## config.mk

```make
export PLATFORM = sky130hd
export DESIGN_NAME = serial_frame_receiver
export DESIGN_NICKNAME = d
export VERILOG_FILES = /design/src/rtl/serial_frame_receiver.sv
export SDC_FILE = /design/constraint.sdc
export NUM_CORES = 1
export LEC_CHECK = 0
export CAP_MARGIN = 5
export CORE_MARGIN = 4
export CORE_UTILIZATION = 35
export CTS_BUF_LIST = sky130_fd_sc_hd__clkbuf_2
export DETAILED_ROUTE_END_ITERATION = 7
export GPL_TIMING_DRIVEN = 0
export MAX_ROUTING_LAYER = met4
export PLACE_DENSITY = 0.56
export SLEW_MARGIN = 10
export SYNTH_ARGS = -nofsm -noshare
export SYNTH_HDL_FRONTEND = slang
export SYNTH_SLANG_ARGS = --single-unit
```

## constraint.sdc

```tcl
create_clock -name clk -period 1.65 [get_ports clk]
set_input_delay 0.2475 -clock clk [delete_from_list [all_inputs] [get_ports clk]]
set_output_delay 0.2475 -clock clk [all_outputs]
set_load 0.1 [all_outputs]
```

## src/rtl/serial_frame_receiver.sv

```systemverilog
// serial_frame_receiver
//   Oversampling asynchronous serial receiver: one start bit, N data bits
//   (LSB first), one stop bit. Reassembled words are offered on a
//   valid/ready interface that feeds a parallel-load shift register.
// Ports:
//   clk        rising-edge clock
//   n_reset    asynchronous active-low reset
//   rxd        serial line (asynchronous, idles high)
//   data_out   last received word, stable while valid is high
//   valid      data_out holds an unconsumed word
//   ready      downstream accepts the word
//   frame_err  one-cycle pulse when a sampled stop bit is 0
//   overrun    one-cycle pulse when a good frame is dropped (valid && !ready)
module serial_frame_receiver #(
  parameter int N            = 8,
  parameter int CLKS_PER_BIT = 16
) (
  input  logic         clk,
  input  logic         n_reset,
  input  logic         rxd,
  output logic [N-1:0] data_out,
  output logic         valid,
  input  logic         ready,
  output logic         frame_err,
  output logic         overrun
);

  localparam int CW = $clog2(CLKS_PER_BIT);
  localparam int IW = $clog2(N + 1);
  localparam logic [CW-1:0] HALF_LAST = CW'(CLKS_PER_BIT / 2 - 1);
  localparam logic [CW-1:0] BIT_LAST  = CW'(CLKS_PER_BIT - 1);
  localparam logic [IW-1:0] IDX_LAST  = IW'(N - 1);

  typedef enum logic [2:0] {S_IDLE, S_START, S_DATA, S_STOP, S_BREAK} state_t;

  state_t         state, state_nxt;
  logic [CW-1:0]  cnt;
  logic [IW-1:0]  idx;
  logic [N-1:0]   asm_q;
  logic           sync1, rx;

  // decoded strobes
  logic start_mid, bit_end, data_smp, stop_smp, good_stop, bad_stop;
  logic load, drop;

  // Two-flop synchronizer; both flops reset to the idle level so reset
  // release never looks like a start bit.
  always_ff @(posedge clk or negedge n_reset) begin
    if (!n_reset) begin
      sync1 <= 1'b1;
      rx    <= 1'b1;
    end else begin
      sync1 <= rxd;
      rx    <= sync1;
    end
  end

  // State register
  always_ff @(posedge clk or negedge n_reset) begin
    if (!n_reset) state <= S_IDLE;
    else          state <= state_nxt;
  end

  // Next-state logic
  always_comb begin
    state_nxt = state;
    case (state)
      S_IDLE:  if (!rx) state_nxt = S_START;
      S_START: if (cnt == HALF_LAST) state_nxt = rx ? S_IDLE : S_DATA;
      S_DATA:  if (cnt == BIT_LAST && idx == IDX_LAST) state_nxt = S_STOP;
      S_STOP:  if (cnt == BIT_LAST) state_nxt = rx ? S_IDLE : S_BREAK;
      S_BREAK: if (rx) state_nxt = S_IDLE;
      default: state_nxt = S_IDLE;
    endcase
  end

  // Output / strobe decode
  always_comb begin
    start_mid = (state == S_START) && (cnt == HALF_LAST);
    bit_end   = (cnt == BIT_LAST);
    data_smp  = (state == S_DATA) && bit_end;
    stop_smp  = (state == S_STOP) && bit_end;
    good_stop = stop_smp && rx;
    bad_stop  = stop_smp && !rx;
    // A good word loads if the slot is free or is being emptied this edge.
    load      = good_stop && (!valid || ready);
    drop      = good_stop && valid && !ready;
  end

  // Bit timing and assembly
  always_ff @(posedge clk or negedge n_reset) begin
    if (!n_reset) begin
      cnt   <= '0;
      idx   <= '0;
      asm_q <= '0;
    end else begin
      case (state)
        S_START:        cnt <= start_mid ? '0 : cnt + 1'b1;
        S_DATA, S_STOP: cnt <= bit_end   ? '0 : cnt + 1'b1;
        default:        cnt <= '0;
      endcase
      if (state == S_START)
        idx <= '0;
      else if (data_smp)
        idx <= idx + 1'b1;
      // Shift in at the MSB so the first (LSB) bit ends up in bit 0.
      if (data_smp)
        asm_q <= (asm_q >> 1) | (N'(rx) << (N - 1));
    end
  end

  // Parallel output and status pulses; the handshake runs independently of
  // the receive state.
  always_ff @(posedge clk or negedge n_reset) begin
    if (!n_reset) begin
      data_out  <= '0;
      valid     <= 1'b0;
      frame_err <= 1'b0;
      overrun   <= 1'b0;
    end else begin
      frame_err <= bad_stop;
      overrun   <= drop;
      if (load) begin
        data_out <= asm_q;
        valid    <= 1'b1;
      end else if (ready) begin
        valid    <= 1'b0;
      end
    end
  end

endmodule

```

## Yosys cells after proc, flatten, opt, wreduce, memory -nomap -nowiden

Cells that the tools add are included.

| cells by class | value |
|---|---|
| eq/ne operators | 12 |
| add/subtract/negate cells | 2 |
| bitwise logic cells | 1 |
| muxes and demuxes | 15 |
| reduce and logical (&&, ||, !) cells | 18 |

Operators by type and width:

| cell | count |
|---|---|
| 3-bit 2-to-1 mux | 6 |
| 4-bit 2-to-1 mux | 4 |
| 3-bit one-hot mux with 5 select lines | 1 |
| 1-bit logical AND | 9 |
| 4-bit by 1-bit adder with 4-bit output, second input constant | 2 |
| 4-bit by 3-bit == test with 1-bit output, second input constant | 2 |
| 2-bit inequality test, second input constant | 4 |
| 7-bit by 8-bit OR with 8-bit output | 1 |
| 4-bit one-hot mux with 2 select lines | 1 |
| 3-bit by 2-bit == test with 1-bit output, second input constant | 2 |
| 5-bit AND reduction | 1 |
| 4-bit == test, second input constant | 1 |
| 2-bit nonzero test | 2 |
| 3-bit by 1-bit == test with 1-bit output, second input constant | 1 |
| 3-bit == test, second input constant | 1 |
| 1-bit logical NOT | 3 |
| 3-bit logical NOT | 1 |
| 1-bit 2-to-1 mux | 2 |
| 2-bit 2-to-1 mux | 1 |
| 2-bit by 1-bit inequality test with 1-bit output, second input constant | 1 |
| 2-bit OR reduction | 1 |
| 1-bit logical OR | 1 |

| storage, ports and cells | value |
|---|---|
| word-level logic and storage cells | 58 |
| register bits | 32 |
| input bits | 4 |

## Longest topological paths before layout

Gate-level depths: netlist (run 1).

| depth | value |
|---|---|
| depth in word-level cells | 5 |
| gate-level depth with buffers | 5 |

## Worst setup path before layout (run 1)

Ideal clock, no wire load.

| path | value |
|---|---|
| kind | register to register |
| start | register valid |
| end | register data_out[0] |
| path buffers | 1 |
| arrival | 1.734 ns |
| required time | 1.524 ns |
| clock period less this slack | 1.861 ns |
| path slack | -0.211 ns |
| setup time | 0.126 ns |
| cell stages (with the launch flop) | 5 |
| cell sequence | dfrtp_1 > nand2b_1 > and4_4 > buf_6 > mux2_4 |

| between the ends | value |
|---|---|
| longest elaborated chain between the ends | 3 |

Ends and longest elaborated chain:

| what | line | source |
|---|---|---|
| start, declared | 22 | `output logic valid,` |
| start signal, assigned | 117 | `valid <= 1'b0;` |
| start signal, assigned | 125 | `valid <= 1'b1;` |
| start signal, assigned | 127 | `valid <= 1'b0;` |
| 1-bit logical NOT | 86 | `load = good_stop && (!valid \|\| ready);` |
| 1-bit logical OR | 86 |  |
| 1-bit logical AND | 86 |  |
| end signal, assigned | 124 | `data_out <= asm_q;` |
| end, declared | 21 | `output logic [N-1:0] data_out,` |

Every way passes these cells.
A chain may end at the register's enable or synchronous reset.

## Worst setup path in the final report (run 1)

| path | value |
|---|---|
| start | register cnt[0] |
| end | register data_out[6] |

| between the ends | value |
|---|---|
| longest elaborated chain between the ends | 4 |

Ends and longest elaborated chain:

| what | line | source |
|---|---|---|
| start, declared | 37 | `logic [CW-1:0] cnt;` |
| start signal, assigned | 98 | `S_START: cnt <= start_mid ? '0 : cnt + 1'b1;` |
| start signal, assigned | 99 | `S_DATA, S_STOP: cnt <= bit_end ? '0 : cnt + 1'b1;` |
| 4-bit == test | 80 | `bit_end = (cnt == BIT_LAST);` |
| 1-bit logical AND | 82 | `stop_smp = (state == S_STOP) && bit_end;` |
| 1-bit logical AND | 83 | `good_stop = stop_smp && rx;` |
| 1-bit logical AND | 86 |  |

Every way passes these cells.

==> results by group, run 1 <==
Placement
  • RePlAce Congestion: ~0.70
  • Post-Place Cells: 163
  • Port Buffers: 14
  • Post-DP HPWL: between 1500 and 2000 µm

Synthesis
  • Syn Std Cell Area: about 0.0014 mm²
  • EDFF count, synth: 0
  • Post-synth top cells: 30 x dfrtp_1, 9 x mux2_2, 8 x mux2_4
  • Mux contribution to synthesized area: 16.1%
  • Compound-Gate Fraction of Synth Area: between 6 and 7%
  • Simple-Gate Fraction of Synth Area: 13.4%
  • Synth Area in XOR/XNOR: 1.91%
  • Post-synthesis register bit count: 32
  • Register area share after synthesis: roughly three fifths
  • Syn Nets: 107
  • Area share of fa/ha/maj cells after synthesis: around 1.8%
  • Main combinational cell family by area after synthesis: multiplexers
  • Most frequent cell after synthesis: dfrtp_1
  • Post-synth cell types: 32
  • Synth Instances: 101
  • Share of flip-flops with an asynchronous set or reset: 100%
  • Mean Syn Cell Area: about 14 µm²
  • Warnings from Yosys: 0
  • Top cell type's share of synthesized area: 54.7%
  • Prevailing post-synth register cell: dfrtp_1
  • Cell taking the most area after synthesis: dfrtp_1
  • Synth area leaders: dfrtp_1 55%, mux2_4 8.8%, mux2_2 7.4%

Floorplanning
  • IO Pins: 15
  • DIE AREA: approximately 0.005 mm²
  • Initial Util: between 30 and 40%
  • Die height: 70.6 µm
  • CORE AREA: 0.00372 mm²
  • FP Rows: 22
  • Die span in x: between 70 and 80 µm

Setup path
  • Cell breakdown of the critical path: ha_4 -> and3_4 -> and4_4 -> buf_8 -> mux2_4
  • Max incr delay on CP: about 0.44 ns
  • Critical path's top delay family: flip-flops
  • Setup crit end kind: flop
  • Crit path DAT: around 1.9 ns
  • Reg2reg path depth: 5
  • Worst EP required: about 1.9 ns
  • Cell count along the critical path: 5
  • Crit path launch type: flop
  • CP Buf/Inv Count: 1
  • Slowest CP cell: dfrtp_1
  • CP max FO: 8
  • Crit path kind: reg -> reg

Run status
  • Status: completed

Clock network
  • Later-pin clock latency in the skew report: between 0.3 and 0.4 ns
  • Clock tree buffer depth: 2
  • CTS tree: built
  • Htree depth: 2
  • Clock transition at path regs: about 0.17 ns
  • Root Driver: clkbuf_2
  • CTS Buf Count: 5
  • CTS sink count: 32

Pwr
  • Max rail drop VDD: 0.363 mV
  • LEAKAGE: between 0.7 and 0.8 nW
  • Pwr Total: 1.56 mW
  • Pwr Density: 926 mW/mm²

Routing
  • Routed WL: between 2000 and 2500 µm
  • Iteration-0 DRC Markers: 35
  • DR vias/cell: between 5 and 6
  • Post-route ant nets: 0
  • Vias: between 800 and 900
  • Drt wl/cell: 13.5 µm
  • Pre-Repair DR Iteration Count: 3
  • Drc violations: 0

Layout
  • Finished Layout Cells: about 170
  • Nets: between 100 and 150
  • Share of layout cells above drive strength 1: a little over two fifths
  • P&R area growth vs syn: 22.6%
  • Inserted Diodes: 0

Global route
  • Global-route wire length before repair: ~4200 µm
  • Largest net degree at the start of global routing: 33
  • Vias in the first global route: between 800 and 900
  • GRT Total Usage: ~11%
  • GRT Residual Overflow: 0
  • Initial antenna violation count: 0

STA
  • Final hold violations: 0
  • Worst slew margin: roughly 52%
  • Slew @ Worst Pin: just over 0.7 ns
  • Period utilization: slightly below 100%
  • Setup Viol. Count Final: 0
  • RSZ-0062 raised after global routing: no
  • Fin. max-slew vios: 0
  • Clock Skew: approximately 0.009 ns
  • Fmax: about 630 MHz
  • Tmin final: ~1.6 ns
  • Post-route setup TNS: 0 ns

Worst hold path
  • Hold Path Class: in -> reg
  • Worst hold path depth: 1

Run
  • Max_cap viols: 0
==> state kept, by name, summed over array words and instances, names as in the netlist <==
register,flops
overrun,1
frame_err,1
sync1,1
idx,4
data_out,8
cnt,4
rx,1
valid,1
asm_q,8
state,3
==> placed cells by master, fill, tap and decap left out, types with 3 or more instances in the layout <==
cell type	n
dfrtp_1	29
mux2_2	9
mux2_4	8
a21oi_1	6
clkdlybuf4s15_2	6
nor2_1	5
clkbuf_2	5
nand2_1	4
clkdlybuf4s18_2	4
buf_2	3
o21ai_0	3
nand3_1	3
inv_1	3
==> layout make-up <==
cell class                      count  area, µm²
Inverter                            3       11.3
Tap cell                           48       60.1
Multi-Input combinational cell     64        564
Clock buffer                        5       25.0
Buffer                              2       20.0
Sequential cell                    32        805
Clock inverter                      3       42.5
Timing Repair Buffer               16        155
Fill cell                         348       2030
==> logic make-up after synthesis <==
logic type	Yosys count
AO/OA/AOI/OAI	14
XOR/XNOR	3
adder cells (fa/ha/maj)	2
buffers and inverters	5
flip-flops	32
multiplexers	17
AND/OR/NAND/NOR	28
==> through the flow <==
step           utilization (%)  hold WS [ns]  instance area [µm²]  worst slack [ns]
6_report                  45.3         0.265                 1680            0.0622
5_1_grt                   45.3         0.235                 1680           0.00416
4_1_cts                   45.0         0.237                 1670          0.000984
3_5_place_dp              42.2         0.346                 1570           -0.0974
3_3_place_gp              42.4         0.346                 1570            -0.405
2_1_floorplan                -       -0.0481                 1370            0.0655
==> per-layer routing <==
layer | vias up | track usage (%) | wire length (µm)
met1 | 440 | 13.9 | 1120
li1 | 408 | - | -
met3 | 7 | 3.13 | 80
met5 | - | - | 0
met2 | 15 | 15.6 | 1070
met4 | 0 | 6.89 | 61
==> timing repair <==
item | CTS | global route
hold buffers | 1 | 0
endpoints found under the setup margin | 27 | 22
cloned | 0 | 0
resized for setup | 36 | 8
pin swaps | 0 | 1
endpoints found under the hold margin | 30 | 0
buffers inserted | 0 | 1
==> report_power, final <==
group | leakage, nW | internal (mW) | total [mW] | switching, mW
sequential | 0.432 | 0.826 | 0.883 | 0.0564
clock | 0.0390 | 0.253 | 0.532 | 0.279
combinational | 0.299 | 0.0765 | 0.144 | 0.0678
==> final timing paths <==
kind	slack, ns	endpoint	from
max in group asynchronous	0.71	valid	n_reset
max reg2reg	0.06	data_out[6]	cnt[0]
min in group asynchronous	0.45	data_out[1]	n_reset
max	0.06	data_out[6]	cnt[0]
min	0.26	sync1	rxd
min reg2reg	0.37	rx	sync1
No activity file was read; power rests on OpenSTA's default activity.
==> run 2: changes to the inputs <==
PLACE_DENSITY = 0.54   (was 0.56)
==> run 2 against run 1 <==
Compared with the run above:
- largest cell class unchanged
- count of clock-buffer cells in the layout unchanged
- final area decreased by 0.45%
- utilization decreased by 0.20 points
- combinational power decreased by 4%
- register-to-register slack about the same
- cell count decreased by 0.58%
- sequential share of layout area increased by 0.21 points
- worst hold slack got worse by 0.014 ns
==> results by group, run 2 (same netlist as run 1, synthesis figures left out) <==
Clock network
  • Later-pin clock latency in the skew report: ~0.37 ns
  • CTS tree: built
  • Root Driver: clkbuf_2
  • CTS Buf Count: 5
  • Clock tree buffer depth: 2
  • CTS sink count: 32
  • # Post-CTS Setup Buffers: 0
  • Htree depth: 2
  • Clock transition at path regs: between 0.15 and 0.2 ns

Floorplanning
  • Die span in x: between 70 and 80 µm
  • DIE AREA: 0.00499 mm²
  • IO Pins: 15
  • Initial Util: between 30% and 40%
  • FP Rows: 22
  • Die height: roughly 71 µm
  • CORE AREA: approximately 0.0037 mm²

Setup path
  • Worst EP required: 1.93 ns
  • Crit path kind: reg -> reg
  • CP max FO: 8
  • Crit path launch type: flop
  • Setup crit end kind: flop
  • Crit path DAT: between 1.5 and 2 ns

STA
  • Worst hold margin: roughly 0.25 ns
  • Fmax: between 600 and 700 MHz
  • Final worst slack: 0.0579 ns
  • Fin. max-slew vios: 0
  • Tmin final: 1.59 ns
  • Worst slew margin: a little over half
  • Setup Viol. Count Final: 0
  • Period utilization: between 90 and 100%
  • Final hold violations: 0
  • Clock Skew: approximately 0.016 ns
  • Slew @ Worst Pin: about 0.7 ns
  • RSZ-0062 raised after global routing: no

Global route
  • Global-route wire length before repair: just over 4000 µm
  • GRT Total Usage: 11.1%
  • Initial antenna violation count: 0
  • Vias in the first global route: between 800 and 900
  • Largest net degree at the start of global routing: 33
  • GRT Residual Overflow: 0

Placement
  • Port Buffers: 14
  • Worst slack at placement: -0.0816 ns
  • Post-Place Cells: between 150 and 200
  • Post-DP HPWL: between 1500 and 2000 µm
  • RePlAce Congestion: between 0.7 and 0.8

Run status
  • Status: completed

Layout
  • P&R area growth vs syn: 22.1%
  • Nets: between 100 and 150
  • Commonest non-fill, non-tap cell in the layout: dfrtp_1
  • Share of layout cells above drive strength 1: approximately 43%
  • Finished Layout Cells: ~170
  • Top Registers: asm_q: 8 flops, data_out: 8 flops
  • Inserted Diodes: 0
  • # fillers: 353
  • Most frequent cells in the layout: 29 x dfrtp_1, 9 x mux2_2, 8 x mux2_4

Pwr
  • LEAKAGE: 0.765 nW
  • Pwr Density: around 930 mW/mm²
  • Max rail drop VDD: around 0.39 mV

Routing
  • Drt wl/cell: 13.5 µm
  • Iteration-0 DRC Markers: a little under 60
  • Routed WL: around 2300 µm
  • DR vias/cell: 4.88
  • Post-route ant nets: 0
  • Pre-Repair DR Iteration Count: 2
  • Drc violations: 0
  • Vias: between 800 and 900

Run
  • Max_cap viols: 0

Worst hold path
  • Hold Path Class: in -> reg
## run 2: worst paths after layout
kind / from / endpoint / slack, ns / depth (start not counted)
max: cnt[0] / data_out[0] / 0.06 / 5
min: rxd / sync1 / 0.25 / 1
max reg2reg: cnt[0] / data_out[0] / 0.06 / 5
min reg2reg: sync1 / rx / 0.37 / 0
max in group asynchronous: n_reset / valid / 0.73 / 2
min in group asynchronous: n_reset / cnt[3] / 0.44 / 2
## run 2: layout make-up
| class | count | area (µm²) | share of cell area, % |
|---|---|---|---|
| tap | 48 | 60.1 | 3.58 |
| inverter | 3 | 11.3 | 0.672 |
| buffer | 2 | 20.0 | 1.19 |
| sequential | 32 | 805 | 48.0 |
| timing repair buffer | 15 | 148 | 8.81 |
| multi-input combinational | 64 | 564 | 33.7 |
| clock buffer | 5 | 25.0 | 1.49 |
| clock inverter | 3 | 42.5 | 2.54 |
## run 2: worst max-delay path, stage by stage (launching register included)
cell and delay [ns]:
dfrtp_1 0.44, ha_4 0.18, and3_4 0.21, and4_4 0.23, buf_8 0.15, mux2_4 0.31
## run 2: repair_timing
item,4_1_cts,5_1_grt
endpoints found under the hold margin,30,0
resized for setup,37,8
endpoints found under the setup margin,27,21
hold buffers,1,0
## run 2: power breakdown
part           internal (mW)  total [mW]  switching [mW]
sequential             0.826       0.881          0.0546
clock                  0.253       0.533           0.280
combinational         0.0701       0.138          0.0675
## run 2: per-stage QoR
step	cell area [µm²]	power [mW]	TNS (ns)	util, %
floorplan	1370	0.966	0	-
global placement	1570	1.01	-8.64	42.4
detailed placement	1570	1.01	-1.47	42.2
CTS	1670	1.56	0	45.0
global route	1680	1.64	0	45.1
finish	1680	1.55	0	45.1
## run 2: metal layers
metal | wire, µm | track usage (%) | vias up | part of all wire, %
met5 | 0 | - | - | 0
met4 | 66 | 6.26 | 0 | 2.9
met2 | 1020 | 15.8 | 15 | 44
met3 | 80 | 3.41 | 6 | 3.5
li1 | - | - | 406 | -
met1 | 1150 | 13.9 | 412 | 50
==> run 3: changes to the inputs <==
CTS_CLUSTER_SIZE = 8   (was default)
==> results of run 3 <==
Same layout as run 2: the final DEF is identical, and so are final timing and power.
